==> config.mk <==
export PLATFORM = sky130hd
export DESIGN_NAME = ddc_sample_packer
export DESIGN_NICKNAME = d
export VERILOG_FILES = /design/src/rtl/sdr_pkg.sv /design/src/rtl/ddc_sample_skid.sv /design/src/rtl/ddc_sample_packer.sv
export SDC_FILE = /design/constraint.sdc
export NUM_CORES = 1
export LEC_CHECK = 0
export BUFFER_PORTS_ARGS = -buffer_cell sky130_fd_sc_hd__buf_2
export CAP_MARGIN = 15
export CORE_ASPECT_RATIO = 2
export CORE_MARGIN = 5
export CORE_UTILIZATION = 62
export CTS_BUF_LIST = sky130_fd_sc_hd__clkbuf_4 sky130_fd_sc_hd__clkbuf_8
export DETAILED_ROUTE_END_ITERATION = 8
export MAX_ROUTING_LAYER = met4
export PLACE_DENSITY = 0.85
export SLEW_MARGIN = 20
export SYNTH_ARGS = -nofsm -noshare
export SYNTH_HDL_FRONTEND = slang
export SYNTH_HIERARCHICAL = 1
export SYNTH_SLANG_ARGS = --single-unit
==> constraint.sdc <==
create_clock -name clock -period 6.8 [get_ports clock]
set_input_delay 0.34 -clock clock [delete_from_list [all_inputs] [get_ports clock]]
set_output_delay 0.34 -clock clock [all_outputs]
set_load 0.05 [all_outputs]
==> src/rtl/sdr_pkg.sv <==
// Shared definitions for the SDR sample path: framing constants, the I/Q
// pair type carried between the DDC and the UDP sender, and serialiser states.
package sdr_pkg;

  localparam int BYTES_PER_SAMPLE    = 6;
  localparam int SAMPLES_PER_FRAME   = 238;
  localparam int FRAME_PAYLOAD_BYTES = 1428;
  localparam int SAMPLE_START_BIT    = 8;

  // One DDC output sample: I in the upper half, Q in the lower half.
  typedef struct packed {
    logic [23:0] i;
    logic [23:0] q;
  } iq_pair;

  // Serialiser state: IDLE, then one state per emitted byte.
  typedef enum logic [2:0] {
    ST_IDLE = 3'd0,
    ST_B0   = 3'd1,
    ST_B1   = 3'd2,
    ST_B2   = 3'd3,
    ST_B3   = 3'd4,
    ST_B4   = 3'd5,
    ST_B5   = 3'd6
  } ser_state_e;

endpackage

==> src/rtl/ddc_sample_skid.sv <==
// Two-entry buffer of I/Q pairs between the DDC strobe and the byte
// serialiser. A push while full is ignored unless a pop frees a slot in the
// same cycle. Flush empties the buffer and wins over push/pop.
module ddc_sample_skid
  import sdr_pkg::*;
(
  input  logic   clock,
  input  logic   reset,
  input  logic   push,
  input  iq_pair push_data,
  input  logic   pop,
  input  logic   flush,
  output iq_pair head,
  output logic   full,
  output logic   empty
);

  iq_pair     entry0_q, entry0_d;
  iq_pair     entry1_q, entry1_d;
  logic       wr_ptr_q, wr_ptr_d;
  logic       rd_ptr_q, rd_ptr_d;
  logic [1:0] count_q, count_d;
  logic       do_push_s;
  logic       do_pop_s;

  assign full  = (count_q == 2'd2);
  assign empty = (count_q == 2'd0);
  assign head  = rd_ptr_q ? entry1_q : entry0_q;

  // Next-state for storage, pointers and occupancy
  always_comb begin
    entry0_d  = entry0_q;
    entry1_d  = entry1_q;
    wr_ptr_d  = wr_ptr_q;
    rd_ptr_d  = rd_ptr_q;
    count_d   = count_q;
    do_pop_s  = pop & (count_q != 2'd0);
    do_push_s = push & ((count_q != 2'd2) | do_pop_s);
    if (flush) begin
      wr_ptr_d = 1'b0;
      rd_ptr_d = 1'b0;
      count_d  = 2'd0;
    end else begin
      if (do_push_s) begin
        if (wr_ptr_q) begin
          entry1_d = push_data;
        end else begin
          entry0_d = push_data;
        end
        wr_ptr_d = ~wr_ptr_q;
      end else begin
        wr_ptr_d = wr_ptr_q;
      end
      if (do_pop_s) begin
        rd_ptr_d = ~rd_ptr_q;
      end else begin
        rd_ptr_d = rd_ptr_q;
      end
      case ({do_push_s, do_pop_s})
        2'b10:   count_d = count_q + 2'd1;
        2'b01:   count_d = count_q - 2'd1;
        default: count_d = count_q;
      endcase
    end
  end

  // Buffer state registers
  always_ff @(posedge clock or posedge reset) begin
    if (reset) begin
      entry0_q <= '0;
      entry1_q <= '0;
      wr_ptr_q <= 1'b0;
      rd_ptr_q <= 1'b0;
      count_q  <= 2'd0;
    end else begin
      entry0_q <= entry0_d;
      entry1_q <= entry1_d;
      wr_ptr_q <= wr_ptr_d;
      rd_ptr_q <= rd_ptr_d;
      count_q  <= count_d;
    end
  end

endmodule

==> src/rtl/ddc_sample_packer.sv <==
// Packs 24-bit I/Q sample pairs into six 9-bit FIFO words (I then Q, MSB
// first, bit 8 flags the first byte). A sample only starts when the FIFO has
// room for all six bytes plus a margin, so only whole samples are written.
module ddc_sample_packer
  import sdr_pkg::*;
#(
  parameter int SAMPLE_BITS = 24,
  parameter int FIFO_DEPTH  = 4096,
  parameter int USEDW_BITS  = 12,
  parameter int FIFO_MARGIN = 4
) (
  input  logic                  clock,
  input  logic                  reset,
  input  logic                  run,
  input  logic                  sample_strobe,
  input  logic [SAMPLE_BITS-1:0] i_data,
  input  logic [SAMPLE_BITS-1:0] q_data,
  input  logic [USEDW_BITS-1:0]  fifo_wrusedw,
  output logic [8:0]            fifo_wrdata,
  output logic                  fifo_wrreq,
  output logic                  overflow,
  output logic [15:0]           drop_count,
  output logic                  busy
);

  localparam logic [USEDW_BITS:0] DEPTH_W = (USEDW_BITS + 1)'(FIFO_DEPTH);
  localparam logic [USEDW_BITS:0] NEED_W  = (USEDW_BITS + 1)'(BYTES_PER_SAMPLE + FIFO_MARGIN);

  ser_state_e  state_q, state_d;
  logic [47:0] shift_q, shift_d;
  logic [8:0]  wrdata_q, wrdata_d;
  logic        wrreq_q, wrreq_d;
  logic        overflow_q, overflow_d;
  logic [15:0] drop_q, drop_d;
  logic        run_q, run_d;

  logic [USEDW_BITS:0] free_s;
  logic   run_rise_s, run_fall_s, space_ok_s, start_s;
  logic   pop_s, push_s, drop_s;
  logic   skid_full_s, skid_empty_s;
  iq_pair head_s, push_data_s;

  assign push_data_s = {i_data, q_data};
  assign free_s      = DEPTH_W - {1'b0, fifo_wrusedw};

  ddc_sample_skid u_skid (
    .clock     (clock),
    .reset     (reset),
    .push      (push_s),
    .push_data (push_data_s),
    .pop       (pop_s),
    .flush     (run_fall_s),
    .head      (head_s),
    .full      (skid_full_s),
    .empty     (skid_empty_s)
  );

  // Run edge decode, sample-start qualification and strobe admission
  always_comb begin
    run_d      = run;
    run_rise_s = run & ~run_q;
    run_fall_s = ~run & run_q;
    space_ok_s = (free_s >= NEED_W);
    start_s    = ~skid_empty_s & run & space_ok_s;
    pop_s      = start_s & ((state_q == ST_IDLE) | (state_q == ST_B5));
    push_s     = sample_strobe & run & (~skid_full_s | pop_s);
    drop_s     = sample_strobe & run & skid_full_s & ~pop_s;
  end

  // Serialiser next state; once B0 is entered the sample always runs to B5
  always_comb begin
    state_d = state_q;
    shift_d = shift_q;
    case (state_q)
      ST_IDLE: begin
        if (start_s) begin
          state_d = ST_B0;
          shift_d = head_s;
        end else begin
          state_d = ST_IDLE;
        end
      end
      ST_B0: begin state_d = ST_B1; shift_d = {shift_q[39:0], 8'h00}; end
      ST_B1: begin state_d = ST_B2; shift_d = {shift_q[39:0], 8'h00}; end
      ST_B2: begin state_d = ST_B3; shift_d = {shift_q[39:0], 8'h00}; end
      ST_B3: begin state_d = ST_B4; shift_d = {shift_q[39:0], 8'h00}; end
      ST_B4: begin state_d = ST_B5; shift_d = {shift_q[39:0], 8'h00}; end
      ST_B5: begin
        if (start_s) begin
          state_d = ST_B0;
          shift_d = head_s;
        end else begin
          state_d = ST_IDLE;
        end
      end
      default: begin
        state_d = ST_IDLE;
        shift_d = 48'h0;
      end
    endcase
  end

  // Registered FIFO write port and drop/overflow bookkeeping
  always_comb begin
    wrreq_d    = (state_d != ST_IDLE);
    wrdata_d   = 9'h000;
    overflow_d = overflow_q;
    drop_d     = drop_q;
    if (state_d != ST_IDLE) begin
      wrdata_d[SAMPLE_START_BIT] = (state_d == ST_B0);
      wrdata_d[7:0]              = shift_d[47:40];
    end else begin
      wrdata_d = 9'h000;
    end
    if (run_rise_s) begin
      overflow_d = 1'b0;
      drop_d     = 16'h0000;
    end else if (drop_s) begin
      overflow_d = 1'b1;
      if (drop_q != 16'hFFFF) begin
        drop_d = drop_q + 16'd1;
      end else begin
        drop_d = drop_q;
      end
    end else begin
      overflow_d = overflow_q;
      drop_d     = drop_q;
    end
  end

  // State and output registers
  always_ff @(posedge clock or posedge reset) begin
    if (reset) begin
      state_q    <= ST_IDLE;
      shift_q    <= 48'h0;
      wrdata_q   <= 9'h000;
      wrreq_q    <= 1'b0;
      overflow_q <= 1'b0;
      drop_q     <= 16'h0000;
      run_q      <= 1'b0;
    end else begin
      state_q    <= state_d;
      shift_q    <= shift_d;
      wrdata_q   <= wrdata_d;
      wrreq_q    <= wrreq_d;
      overflow_q <= overflow_d;
      drop_q     <= drop_d;
      run_q      <= run_d;
    end
  end

  assign fifo_wrdata = wrdata_q;
  assign fifo_wrreq  = wrreq_q;
  assign overflow    = overflow_q;
  assign drop_count  = drop_q;
  assign busy        = (state_q != ST_IDLE) | ~skid_empty_s;

endmodule

# ---- Word-level counts from Yosys, hierarchy flattened
# Cells that the tools add are included.
dict set report word_totals {
  reg_bits 179
  latch_bits 0
  ram_bits 0
  rom_bits 0
  inputBits 64
  output_inout_bits 28
  elab_cells 88
  n_memories 0
}
dict set report op_classes {
  n_addsub 4
  multipliers 0
  n_div 0
  order_cmp 1
  n_eq_ne 13
  shifts 0
  n_mux 17
  bitwise 23
  n_reduce_logical 15
}
# cell count
set ops {}
lappend ops {{two-way mux 48 bit} 2}
lappend ops {{case mux 48 bit (2 select lines)} 1}
lappend ops {{two-way mux 16 bit} 3}
lappend ops {{case mux 3 bit (6 select lines)} 1}
lappend ops {{adder 16 x 1 -> 16 bit (second input constant)} 1}
lappend ops {{!= test 16 bit (second input constant)} 1}
lappend ops {{greater-or-equal comparator 13 x 4 -> 1 bit (second input constant)} 1}
lappend ops {{subtractor 13 x 12 -> 13 bit (first input constant)} 1}
lappend ops {{AND 1 bit} 11}
lappend ops {{nonzero test 2 bit} 5}
lappend ops {{== test 3 bit (second input constant)} 3}
lappend ops {{two-way mux 9 bit} 1}
lappend ops {{nonzero test 3 bit} 3}
lappend ops {{inverter 1 bit} 8}
lappend ops {{two-way mux 1 bit} 7}
lappend ops {{== test 3 x 1 -> 1 bit (second input constant)} 2}
lappend ops {{== test 3 x 2 -> 1 bit (second input constant)} 2}
lappend ops {{AND reduction 3 bit} 2}
lappend ops {{OR reduction 5 bit} 1}
lappend ops {{== test 2 bit (second input constant)} 2}
lappend ops {{bitwise OR 1 bit} 4}
lappend ops {{case mux 2 bit (2 select lines)} 1}
lappend ops {{logical NOT 3 bit} 1}
lappend ops {{adder 2 x 1 -> 2 bit (second input constant)} 1}
lappend ops {{other kinds (8)} 8}

# ---- Logic depth before layout (Yosys ltp)
# Gate-level depths: netlist of the first run.
dict set report depth {
  depth_word 11
  mapped_depth 14
  depth_no_buf 11
}

# ---- By module
# The synthesis of the first run kept the hierarchy.
# module n_inst cells_each area_per_inst_um2 seq_area_each_um2
set modules_own_cells {}
lappend modules_own_cells {ddc_sample_skid 1 282 4369.2 2502.4}
lappend modules_own_cells {ddc_sample_packer 1 352 3570.9 1776.7}

# ---- Least setup slack after synthesis of the first run
# OpenSTA, ideal clock, no wires.
dict set report synth_path {
  path_kind {input to register}
  startpoint {in fifo_wrusedw[0]}
  endpoint {reg u_skid/entry0_q[0] (netlist name)}
  setup_ns 0.125
  arrival_time_ns 3.246
  required_ns 6.675
  slack_ns 3.429
  stages 14
  n_path_buf 4
  cell_sequence {inv_1 > ha_1 > or3b_2 > a211o_1 > a22oi_1 > o2111a_1 > nor2_1 > buf_2 > nor3b_1 > or4b_1 > clkbuf_1 > buf_6 > buf_6 > mux2_4}
}
dict set report synth_via {
  elab_chain_len 8
  elab_cells_between_ends 10
  cone_classes {add/sub (1); order compare (1); bitwise (7); reduce/logical (1)}
}
# item line
set synth_lines {}
lappend synth_lines {{start: declaration} ddc_sample_packer.sv:18} ;# input logic [USEDW_BITS-1:0] fifo_wrusedw,
lappend synth_lines {{subtractor 13 x 12 -> 13 bit (*)} ddc_sample_packer.sv:44} ;# assign free_s = DEPTH_W - {1'b0, fifo_wrusedw};
lappend synth_lines {{greater-or-equal comparator 13 x 4 -> 1 bit (*)} ddc_sample_packer.sv:63} ;# space_ok_s = (free_s >= NEED_W);
lappend synth_lines {{AND 1 bit (*)} ddc_sample_packer.sv:64} ;# start_s = ~skid_empty_s & run & space_ok_s;
lappend synth_lines {{AND 1 bit (*)} ddc_sample_packer.sv:65} ;# pop_s = start_s & ((state_q == ST_IDLE) | (state_q == ST_B5));
lappend synth_lines {{named net pop_s} ddc_sample_packer.sv:39} ;# logic pop_s, push_s, drop_s;
lappend synth_lines {{bitwise OR 1 bit or AND 1 bit (tied branches)} {ddc_sample_packer.sv:66, ddc_sample_skid.sv:37}}
lappend synth_lines {{AND 1 bit or bitwise OR 1 bit (tied branches)} {ddc_sample_packer.sv:66, ddc_sample_skid.sv:38}}
lappend synth_lines {{AND 1 bit (*)} ddc_sample_skid.sv:38} ;# do_push_s = push & ((count_q != 2'd2) | do_pop_s);
lappend synth_lines {{AND reduction 3 bit (no source line) (*)} --}
lappend synth_lines {{end signal: assignment} ddc_sample_skid.sv:76} ;# entry0_q <= entry0_d;
lappend synth_lines {{end: declaration} ddc_sample_skid.sv:18} ;# iq_pair entry0_q, entry0_d;
# Mark *: on every way through the listed nets, which the timed path passes. The rest lies on a longest branch.
# A chain may end at the register's enable or synchronous reset.

# ---- Worst setup path in the final report of the first run
dict set report layout_path {
  startpoint {in fifo_wrusedw[0]}
  endpoint {reg u_skid/entry0_q[46] (netlist name)}
}
dict set report layout_via {
  elab_chain_len 8
  elab_cells_between_ends 10
  cone_classes {add/sub (1); order compare (1); bitwise (7); reduce/logical (1)}
}
# item line
set layout_lines {}
lappend layout_lines {{subtractor 13 x 12 -> 13 bit (*)} ddc_sample_packer.sv:44}
lappend layout_lines {{greater-or-equal comparator 13 x 4 -> 1 bit (*)} ddc_sample_packer.sv:63}
lappend layout_lines {{AND 1 bit (*)} ddc_sample_packer.sv:64}
lappend layout_lines {{AND 1 bit (*)} ddc_sample_packer.sv:65}
lappend layout_lines {{bitwise OR 1 bit or AND 1 bit (tied branches)} {ddc_sample_packer.sv:66, ddc_sample_skid.sv:37}}
lappend layout_lines {{AND 1 bit or bitwise OR 1 bit (tied branches)} {ddc_sample_packer.sv:66, ddc_sample_skid.sv:38}}
lappend layout_lines {{AND 1 bit (*)} ddc_sample_skid.sv:38}
lappend layout_lines {{AND reduction 3 bit (no source line) (*)} --}
# Mark *: on every way between the ends. The rest lies on a longest branch, timed or not.

==> results of run 1 <==
sequential cells by signal, summed over array words and instances (netlist names):
register	count
u_skid/entry0_q	48
u_skid/entry1_q	48
shift_q	40
drop_count	16
fifo_wrdata	9
state_q	3
u_skid/count_q	2
fifo_wrreq	1
overflow	1
run_q	1
u_skid/rd_ptr_q	1
u_skid/wr_ptr_q	1
power by group through the flow:
stage | combinational (mW) | clock (mW) | sequential (mW)
4_1_cts | 1.15 | 0.714 | 1.65
2_1_floorplan | 0.882 | 0 | 1.64
3_5_place_dp | 1.14 | 0 | 1.67
5_1_grt | 1.25 | 0.755 | 1.71
6_report | 1.14 | 0.694 | 1.66
3_3_place_gp | 1.10 | 0 | 1.64
area by class of cell:
type / count / share of cell area
repair buffers: 99 / 0.0585
inverters: 5 / 0.00240
multi-input cells: 420 / 0.390
flip-flops and latches: 171 / 0.484
clock buffers: 18 / 0.0280
well taps: 150 / 0.0212
diodes: 1 / 0.000283
clock inverters: 12 / 0.0158
worst max path at each step:
stage	startpoint	end	slack, ps	depth (start not counted)
floorplan	fifo_wrusedw[0]	u_skid/entry0_q[0]	3430	14
global placement	fifo_wrusedw[0]	u_skid/entry0_q[46]	2430	10
detailed placement	fifo_wrusedw[0]	u_skid/entry0_q[46]	2260	10
CTS	fifo_wrusedw[0]	u_skid/entry0_q[46]	2760	10
global route	fifo_wrusedw[0]	u_skid/entry0_q[45]	2440	12
finish	fifo_wrusedw[0]	u_skid/entry0_q[46]	2700	12
critical path, stage by stage:
cell      delay (ps)
buf_2            130
inv_1             80
ha_1             230
nor4b_1          490
a21o_1           210
a22oi_1          120
o2111a_1         210
nor2_1           710
nor3b_1          200
or4b_2           930
buf_4            390
mux2_4           360
cell usage after synthesis, types with 6 or more instances:
cell        n
mux2i_1    46
nor2_1     31
a21oi_1    11
nand2_1    51
mux2_2    136
clkbuf_1   18
o21ai_1    29
dfrtp_1   171
mux2_4      9
buf_2       8
nor2b_1     9
nor3_1      6
nand4_1     6
o21ai_0     9
nand2b_1    9
a22o_1      8
through the flow:
step | total power [mW] | util
final | 3.49 | 0.705
after global routing | 3.71 | 0.705
after CTS | 3.52 | 0.705
after detailed placement | 2.81 | 0.673
after global placement | 2.74 | 0.673
after floorplan | 2.52 | -
per-layer routing:
layer | up-vias | share of wire | wire length (um)
met2 | 146 | 0.57 | 9340
met3 | 16 | 0.041 | 661
li1 | 2421 | - | -
met1 | 2645 | 0.37 | 6060
met5 | - | 0 | 0
met4 | 0 | 0.015 | 249
repair_timing:
action / CTS / global route
endpoints found under the hold margin: 46 / 0
hold buffers: 1 / 0
gates resized for setup: 0 / 0
logic make-up after synthesis:
| family | after synthesis | share of synthesized area |
|---|---|---|
| AO/OA/AOI/OAI | 86 | 0.0731 |
| XOR/XNOR | 6 | 0.00662 |
| adder cells (fa/ha/maj) | 3 | 0.00473 |
| buffers and inverters | 43 | 0.0273 |
| flip-flops | 171 | 0.539 |
| multiplexers | 191 | 0.268 |
| AND/OR/NAND/NOR | 134 | 0.0815 |
==> flow_summary.yaml, run 1 <==
timing:
  tns_ps: 0
  hold_viol: 0
  maxSlewHeadroom: 0.370
  fin_crit_sh: 0.602
  grt_setup_unrepaired: "no"
  slew_viol_final: 0
  hold_ws_ps: 84.9
  setup_ws_ps: 2700
  period_needed_ps: 4100
  setup-violations-final: 0
  worst_pin_slew_ps: 943
  skew_ps: 12.2
  fmax_ghz: 0.244
routing:
  drc: 0
  avgViaCountPerCell: 5.97
  drtIter0Drc: 249
  vias: 5228
  routedWlPerCell_um: 18.6
  firstDrtPassIters: 6
  drtAntennaViolNets: 0
  wl_mm: 16.3
grt:
  grt_pass1_vias: 5624
  grt.overflow.total: 0
  use_met2: 0.421
  use_met1: 0.247
  grt_max_degree: 72
  grt_usage: 0.228
  antenna_found_initial: 0
  busiest_layer: "met2"
  grt_pass1_wl_mm: 27.6
  gr-usage-met3: 0.0447
power:
  powerDensity_nw_per_um2: 394
  internal_power_mw: 2.31
  p_seq_frac: 0.474
  clkPwrFrac: 0.199
  comb_power_share: 0.327
  p_switching_mw: 1.18
  p_sw_frac: 0.338
  p_leak_nw: 4.23
  peakVddDrop_v: 0.000259
clock_tree:
  clk_transition_reported_paths_ps: 80
  cts_max_path_buffers: 2
  post_cts_buffers: 0
  htreeDepth: 4
  cts_tree: "built"
  clock_latency_ps: 440
  numCtsBuffers: 17
  cts.sinks: 171
  cts-root-buf: "clkbuf_8"
layout:
  multi_input_area_um2: 3450
  final-seq-area_um2: 4280
  final_common_cell: "dfrtp_1"
  num-fill-cells: 880
  final-instance-count-excl-fill: 876
  postLayoutCellArea_um2: 8850
  drive_gt1_frac: 0.403
  mostFrequentLayoutCells: "170 x dfrtp_1, 136 x mux2_2, 91 x buf_2"
  nets: 781
  synthToLayoutAreaGrowth_pct: 11.5
setup_path:
  rr_endpoint: "u_skid/entry0_q[46]"
  r2r_slack_ps: 3000
  worstPathRequired_ps: 7130
  end_kind: "flop"
  arrival_ps: 4420
  path_max_fanout: 35
  rr_worst_depth: 8
  r2r_start: "state_q[2]"
  critical_path_class: "in2reg"
  setup.worst_path.start_class: "input port"
job:
  maxCapViolCount: 0
yosys:
  synth_edf_count: 0
  postSynth.asyncResetShare: 1.00
  synth.largest_area_cell: "dfrtp_1"
  synth_nets: 701
  syn_area_um2: 7940
  synth-seq-area-share: 0.539
  synth_cells: 634
  yosys_warnings: 6
  synth_cell_type_count: 54
  synth_top_area_frac: 0.539
  synth-main-ff-cell: "dfrtp_1"
  ys_ff_latch: 171
  synth_area_leaders: "dfrtp_1 54%, mux2_2 19%, mux2i_1 5.8%"
  avgSynthCellArea_um2: 12.5
run_status:
  status: "complete, no violations"
floorplan:
  die_area_um2: 15300
  core_region_area_um2: 12600
  ioPinCount: 92
  rows: 58
  floorplan.initialDensity: 0.632
  die_x_um: 90.0
  die_h_um: 170
worst_hold_path:
  min_path_type: "in2reg"
  min_from: "run"
  min_to: "run_q"
  min_path_cells: 1
placement:
  place_hpwl_mm: 11.3
  place_congestion: 0.857
  portBuffers: 91
  placed_area_um2: 8450
  dp_slack_ps: 2260
  place_inst: 844
No activity file was read; power rests on OpenSTA's default activity.
==> inputs of run 2 (changes only) <==
--- a/config.mk
+++ b/config.mk
@@ -9,11 +9,11 @@
 export CAP_MARGIN = 15
 export CORE_ASPECT_RATIO = 2
 export CORE_MARGIN = 5
-export CORE_UTILIZATION = 62
+export CORE_UTILIZATION = 55
 export CTS_BUF_LIST = sky130_fd_sc_hd__clkbuf_4 sky130_fd_sc_hd__clkbuf_8
 export DETAILED_ROUTE_END_ITERATION = 8
 export MAX_ROUTING_LAYER = met4
-export PLACE_DENSITY = 0.85
+export PLACE_DENSITY = 0.8
 export SLEW_MARGIN = 20
 export SYNTH_ARGS = -nofsm -noshare
 export SYNTH_HDL_FRONTEND = slang
==> constraint.sdc (replaced) <==
create_clock -name clock -period 3.4 [get_ports clock]
set_input_delay 0.17 -clock clock [delete_from_list [all_inputs] [get_ports clock]]
set_output_delay 0.17 -clock clock [all_outputs]
set_load 0.05 [all_outputs]
==> run 2 against run 1 <==
  * Sequential cell count is the same
  * Sequential share of layout area shrank 3.5 points
  * Total power grew 100%
  * Clock-buffer cell count grew 3
  * Cell area grew 7.9%
  * Critical endpoint is now u_skid/entry0_q[34]
  * Register-to-register slack lost 2500 ps
  * Combinational power grew 110%
  * First-iteration DRC count grew 21%
  * Core utilization shrank 3.6 points
  * Sequential power grew 100%
  * Clock power grew 100%
  * Critical path type unchanged
==> flow_summary.yaml, run 2 (synthesis results as in run 1) <==
run_status:
  status: "complete, no violations"
setup_path:
  arrival_ps: 3390
  setup.worst_path.start_class: "input port"
  crit_family: "simple AND/OR/NAND/NOR gates"
  path_max_fanout: 49
  max_stage_delay_ps: 480
  worstPathRequired_ps: 3720
  path_cells: "buf_2 -> inv_1 -> ha_1 -> or3b_2 -> a211o_1 -> a22oi_1 -> o2111a_1 -> nor2_1 -> nor3b_1 -> or4b_2 -> buf_12 -> mux2_2"
  end_kind: "flop"
  crit_buf_inv: 3
  critical_path_class: "in2reg"
  cpMaxStageDelayCell: "or3b_2"
grt:
  grt_pass1_wl_mm: 28.7
  grt_pass1_vias: 5911
  grt_max_degree: 84
  antenna_found_initial: 0
  grt.overflow.total: 0
  gr-usage-met3: 0.0414
  busiest_layer: "met2"
  grt_usage: 0.219
  use_met2: 0.386
  use_met1: 0.237
power:
  p_leak_nw: 4.52
  peakVddDrop_v: 0.000345
  powerDensity_nw_per_um2: 742
  finalPower_mw: 7.08
routing:
  vias: 5453
  drc: 0
  drtIter0Drc: 302
  avgViaCountPerCell: 5.56
  drtAntennaViolNets: 0
  routedWlPerCell_um: 17.5
  wl_mm: 17.2
  firstDrtPassIters: 4
layout:
  final-instance-count-excl-fill: 980
  final-seq-area_um2: 4280
  diodes: 0
  final_common_cell: "dfrtp_1"
  top_regs: "u_skid/entry0_q (48), u_skid/entry1_q (48), shift_q (40)"
  synthToLayoutAreaGrowth_pct: 20.3
  multi_input_area_um2: 3460
  postLayoutCellArea_um2: 9550
  utilization: 0.669
  nets: 843
  num-fill-cells: 1098
  mostFrequentLayoutCells: "170 x dfrtp_1, 136 x mux2_2, 91 x buf_2"
  drive_gt1_frac: 0.390
timing:
  hold_ws_ps: 25.3
  tns_ps: 0
  slew_viol_final: 0
  setup_ws_ps: 332
  worst_pin_slew_ps: 922
  fin_crit_sh: 0.902
  fmax_ghz: 0.326
  period_needed_ps: 3070
  setup-violations-final: 0
  skew_ps: 10.5
  grt_setup_unrepaired: "no"
  hold_viol: 0
  maxSlewHeadroom: 0.384
job:
  maxCapViolCount: 0
placement:
  place_congestion: 0.827
  portBuffers: 91
  placed_area_um2: 8650
  place_hpwl_mm: 11.8
  dp_slack_ps: -82.6
  place_inst: 900
clock_tree:
  clk_transition_reported_paths_ps: 80
  cts_max_path_buffers: 2
  clock_latency_ps: 440
  cts_tree: "built"
  htreeDepth: 4
  numCtsBuffers: 17
  ctsResizeCount: 0
  cts.sinks: 171
  cts-root-buf: "clkbuf_8"
floorplan:
  ioPinCount: 92
  die_h_um: 180
  die_area_um2: 17100
  core_region_area_um2: 14300
  die_x_um: 95.0
  floorplan.initialDensity: 0.556
  rows: 62
worst_hold_path:
  min_path_type: "in2reg"
-- run 2: cell types whose count changed in the layout (fill, tap and decap cells not counted), sizes merged --
cell / delta
buf: +14
clkbuf: +3
clkinv: +2
clkinvlp: +1
diode: -1
dlygate4sd3: +48
inv: -5
-- run 2: cell type report --
type / instances / share of cell area
clock buffer: 21 / 0.0296
clock inverter: 10 / 0.0123
timing repair buffer: 161 / 0.119
tap: 192 / 0.0252
inverter: 5 / 0.00262
multi-input combinational: 420 / 0.362
sequential: 171 / 0.449
-- run 2: worst register-to-register path, stage by stage (launching register included) --
cell     delay (ps)
dfrtp_1         470
xnor2_1         270
nor2b_1         200
nand2_1         110
o21ai_0         150
and3_1          200
nand2_1          90
nor3_4          610
buf_12          320
mux2_2          400
-- run 2: per-layer routing --
layer,routed length (um),part of all wire,up-vias
li1,-,-,2552
met1,6380,0.37,2739
met2,9700,0.56,127
met3,599,0.035,35
met4,502,0.029,0
met5,0,0,-
-- run 2: where the power goes --
group | switching [mW] | internal [mW]
registers | 0.506 | 2.81
clock network | 0.698 | 0.715
logic | 1.15 | 1.20
-- run 2: path summary, 6_finish.rpt --
kind	cells after the start	endpoint	slack (ps)	from
setup / recovery	12	u_skid/entry0_q[34]	330	fifo_wrusedw[0]
hold / removal	2	u_skid/entry0_q[35]	30	i_data[11]
setup reg to reg	9	u_skid/entry1_q[34]	470	state_q[2]
hold reg to reg	2	shift_q[35]	490	shift_q[27]
max in group asynchronous	4	fifo_wrdata[8]	2090	reset
min in group asynchronous	3	u_skid/entry0_q[2]	420	reset
-- run 2: what timing repair did --
item / in CTS / in global routing
hold buffers: 46 / 3
hold endpoints to repair: 89 / 126
setup buffers: 0 / 0
==> inputs of run 3 (changes only) <==
--- a/config.mk
+++ b/config.mk
@@ -7,7 +7,7 @@
 export LEC_CHECK = 0
 export BUFFER_PORTS_ARGS = -buffer_cell sky130_fd_sc_hd__buf_2
 export CAP_MARGIN = 15
-export CORE_ASPECT_RATIO = 2
+export CORE_ASPECT_RATIO = 0.9
 export CORE_MARGIN = 5
 export CORE_UTILIZATION = 55
 export CTS_BUF_LIST = sky130_fd_sc_hd__clkbuf_4 sky130_fd_sc_hd__clkbuf_8
==> run 3 against run 2 <==
  * Clock power rose by 4%
  * First-iteration DRC count fell by 2.6%
  * Core utilization rose by 0.75 points
  * Combinational power barely moved
  * Final cell count fell by 0.31%
  * Worst hold slack improved by 110 ps
  * Setup slack improved by 160 ps
  * Sequential power barely moved
  * Clock-buffer cell count rose by 4
  * Critical path depth fell by 2
  * Via count rose by 0.48%
==> flow_summary.yaml, run 3 (synthesis results as in run 1) <==
run_status:
  status: "complete, no violations"
clock_tree:
  cts.sinks: 171
  clock_latency_ps: 470
  cts-root-buf: "clkbuf_8"
  clk_transition_reported_paths_ps: 80
  htreeDepth: 4
  post_cts_buffers: 0
  cts_max_path_buffers: 2
  ctsResizeCount: 0
  numCtsBuffers: 17
  cts_tree: "built"
setup_path:
  path_max_fanout: 49
  critical_path_class: "in2reg"
  end_kind: "flop"
  setup.worst_path.start_class: "input port"
  r2r_start: "state_q[2]"
  arrival_ps: 3250
  crit_start: "fifo_wrusedw[0]"
  worstPathRequired_ps: 3750
timing:
  hold_ws_ps: 140
  fin_crit_sh: 0.855
  skew_ps: 12.2
  fmax_ghz: 0.344
  period_needed_ps: 2910
  tns_ps: 0
  setup-violations-final: 0
  grt_setup_unrepaired: "no"
  maxSlewHeadroom: 0.292
  hold_viol: 0
  slew_viol_final: 0
  worst_pin_slew_ps: 1060
  setup_ws_ps: 492
worst_hold_path:
  min_from: "sample_strobe"
  min_path_type: "in2reg"
routing:
  wl_mm: 17.0
  vias: 5479
  drtAntennaViolNets: 0
  drc: 0
  firstDrtPassIters: 5
  avgViaCountPerCell: 5.61
  drtIter0Drc: 294
  routedWlPerCell_um: 17.4
job:
  maxCapViolCount: 0
grt:
  grt_usage: 0.219
  grt_pass1_wl_mm: 28.3
  grt_max_degree: 57
  antenna_found_initial: 0
  grt.overflow.total: 0
  grt_pass1_vias: 5843
floorplan:
  ioPinCount: 92
  die_h_um: 124
  die_x_um: 137
  rows: 41
  core_region_area_um2: 14100
  floorplan.initialDensity: 0.563
  die_area_um2: 16900
layout:
  synthToLayoutAreaGrowth_pct: 20.2
  final_common_cell: "dfrtp_1"
  top_regs: "u_skid/entry0_q (48), u_skid/entry1_q (48), shift_q (40)"
  nets: 839
  postLayoutCellArea_um2: 9540
  diodes: 0
  mostFrequentLayoutCells: "170 x dfrtp_1, 136 x mux2_2, 91 x buf_2"
  drive_gt1_frac: 0.385
placement:
  portBuffers: 91
  dp_slack_ps: 60.0
  place_hpwl_mm: 10.9
  placed_area_um2: 8630
  place_congestion: 0.862
power:
  powerDensity_nw_per_um2: 748
  p_leak_nw: 4.52
  peakVddDrop_v: 0.000511
  finalPower_mw: 7.14
## run 3: cell count changes in the layout (fill, tap and decap cells not counted), sizes merged
cell / delta
clkinv: -2
buf: -5
clkinvlp: -2
clkbuf: +4
dlygate4sd3: +1
## run 3: worst max-delay path, cell delays in order
cell	delay, ps
buf_2	130
or4_4	560
o31ai_1	320
a21oi_2	130
o2111a_1	290
o21ai_0	210
and3_1	200
or4b_2	630
buf_12	240
mux2_4	340
## run 3: area by class of cell
type	instances	area, um2
fillers	1028	4560
flip-flops and latches	171	4280
multi-input cells	420	3460
repair buffers	157	1130
clock buffers	25	325
well taps	193	241
clock inverters	6	85.1
inverters	5	22.5
## run 3: worst paths after layout
path	endpoint	slack, ps	cells after the start
worst min register to register	shift_q[31]	500	2
min in group asynchronous	u_skid/entry0_q[45]	380	3
worst min-delay path	overflow	140	5
worst max-delay path	u_skid/entry0_q[3]	490	10
worst max register to register	u_skid/entry0_q[3]	580	8
max in group asynchronous	shift_q[2]	2130	4
## run 3: what timing repair did
item	in CTS	in global routing
endpoints found under the hold margin	151	0
hold buffers	50	0
setup endpoints to repair	0	0
## run 3: per-layer routing
metal  up-vias  part of all wire  routed length, um  track usage
li1       2544                 -                  -            -
met1      2777              0.45               7600        0.275
met2       124              0.49               8280        0.345
met3        34             0.041                700       0.0509
met4         0             0.023                385       0.0901
met5         -                 0                  0            -
## run 3: power by group
group          total (mW)  switching [mW]  leakage (nW)  internal, mW
logic                2.35            1.14          2.16          1.21
clock network        1.47           0.701         0.208         0.769
registers            3.32           0.504          2.15          2.81
## run 3: per-stage QoR
step / cells / utilization
finish: 977 / 0.677
global route: 977 / 0.677
CTS: 977 / 0.676
detailed placement: 896 / 0.612
global placement: 896 / 0.612
floorplan: 634 / -
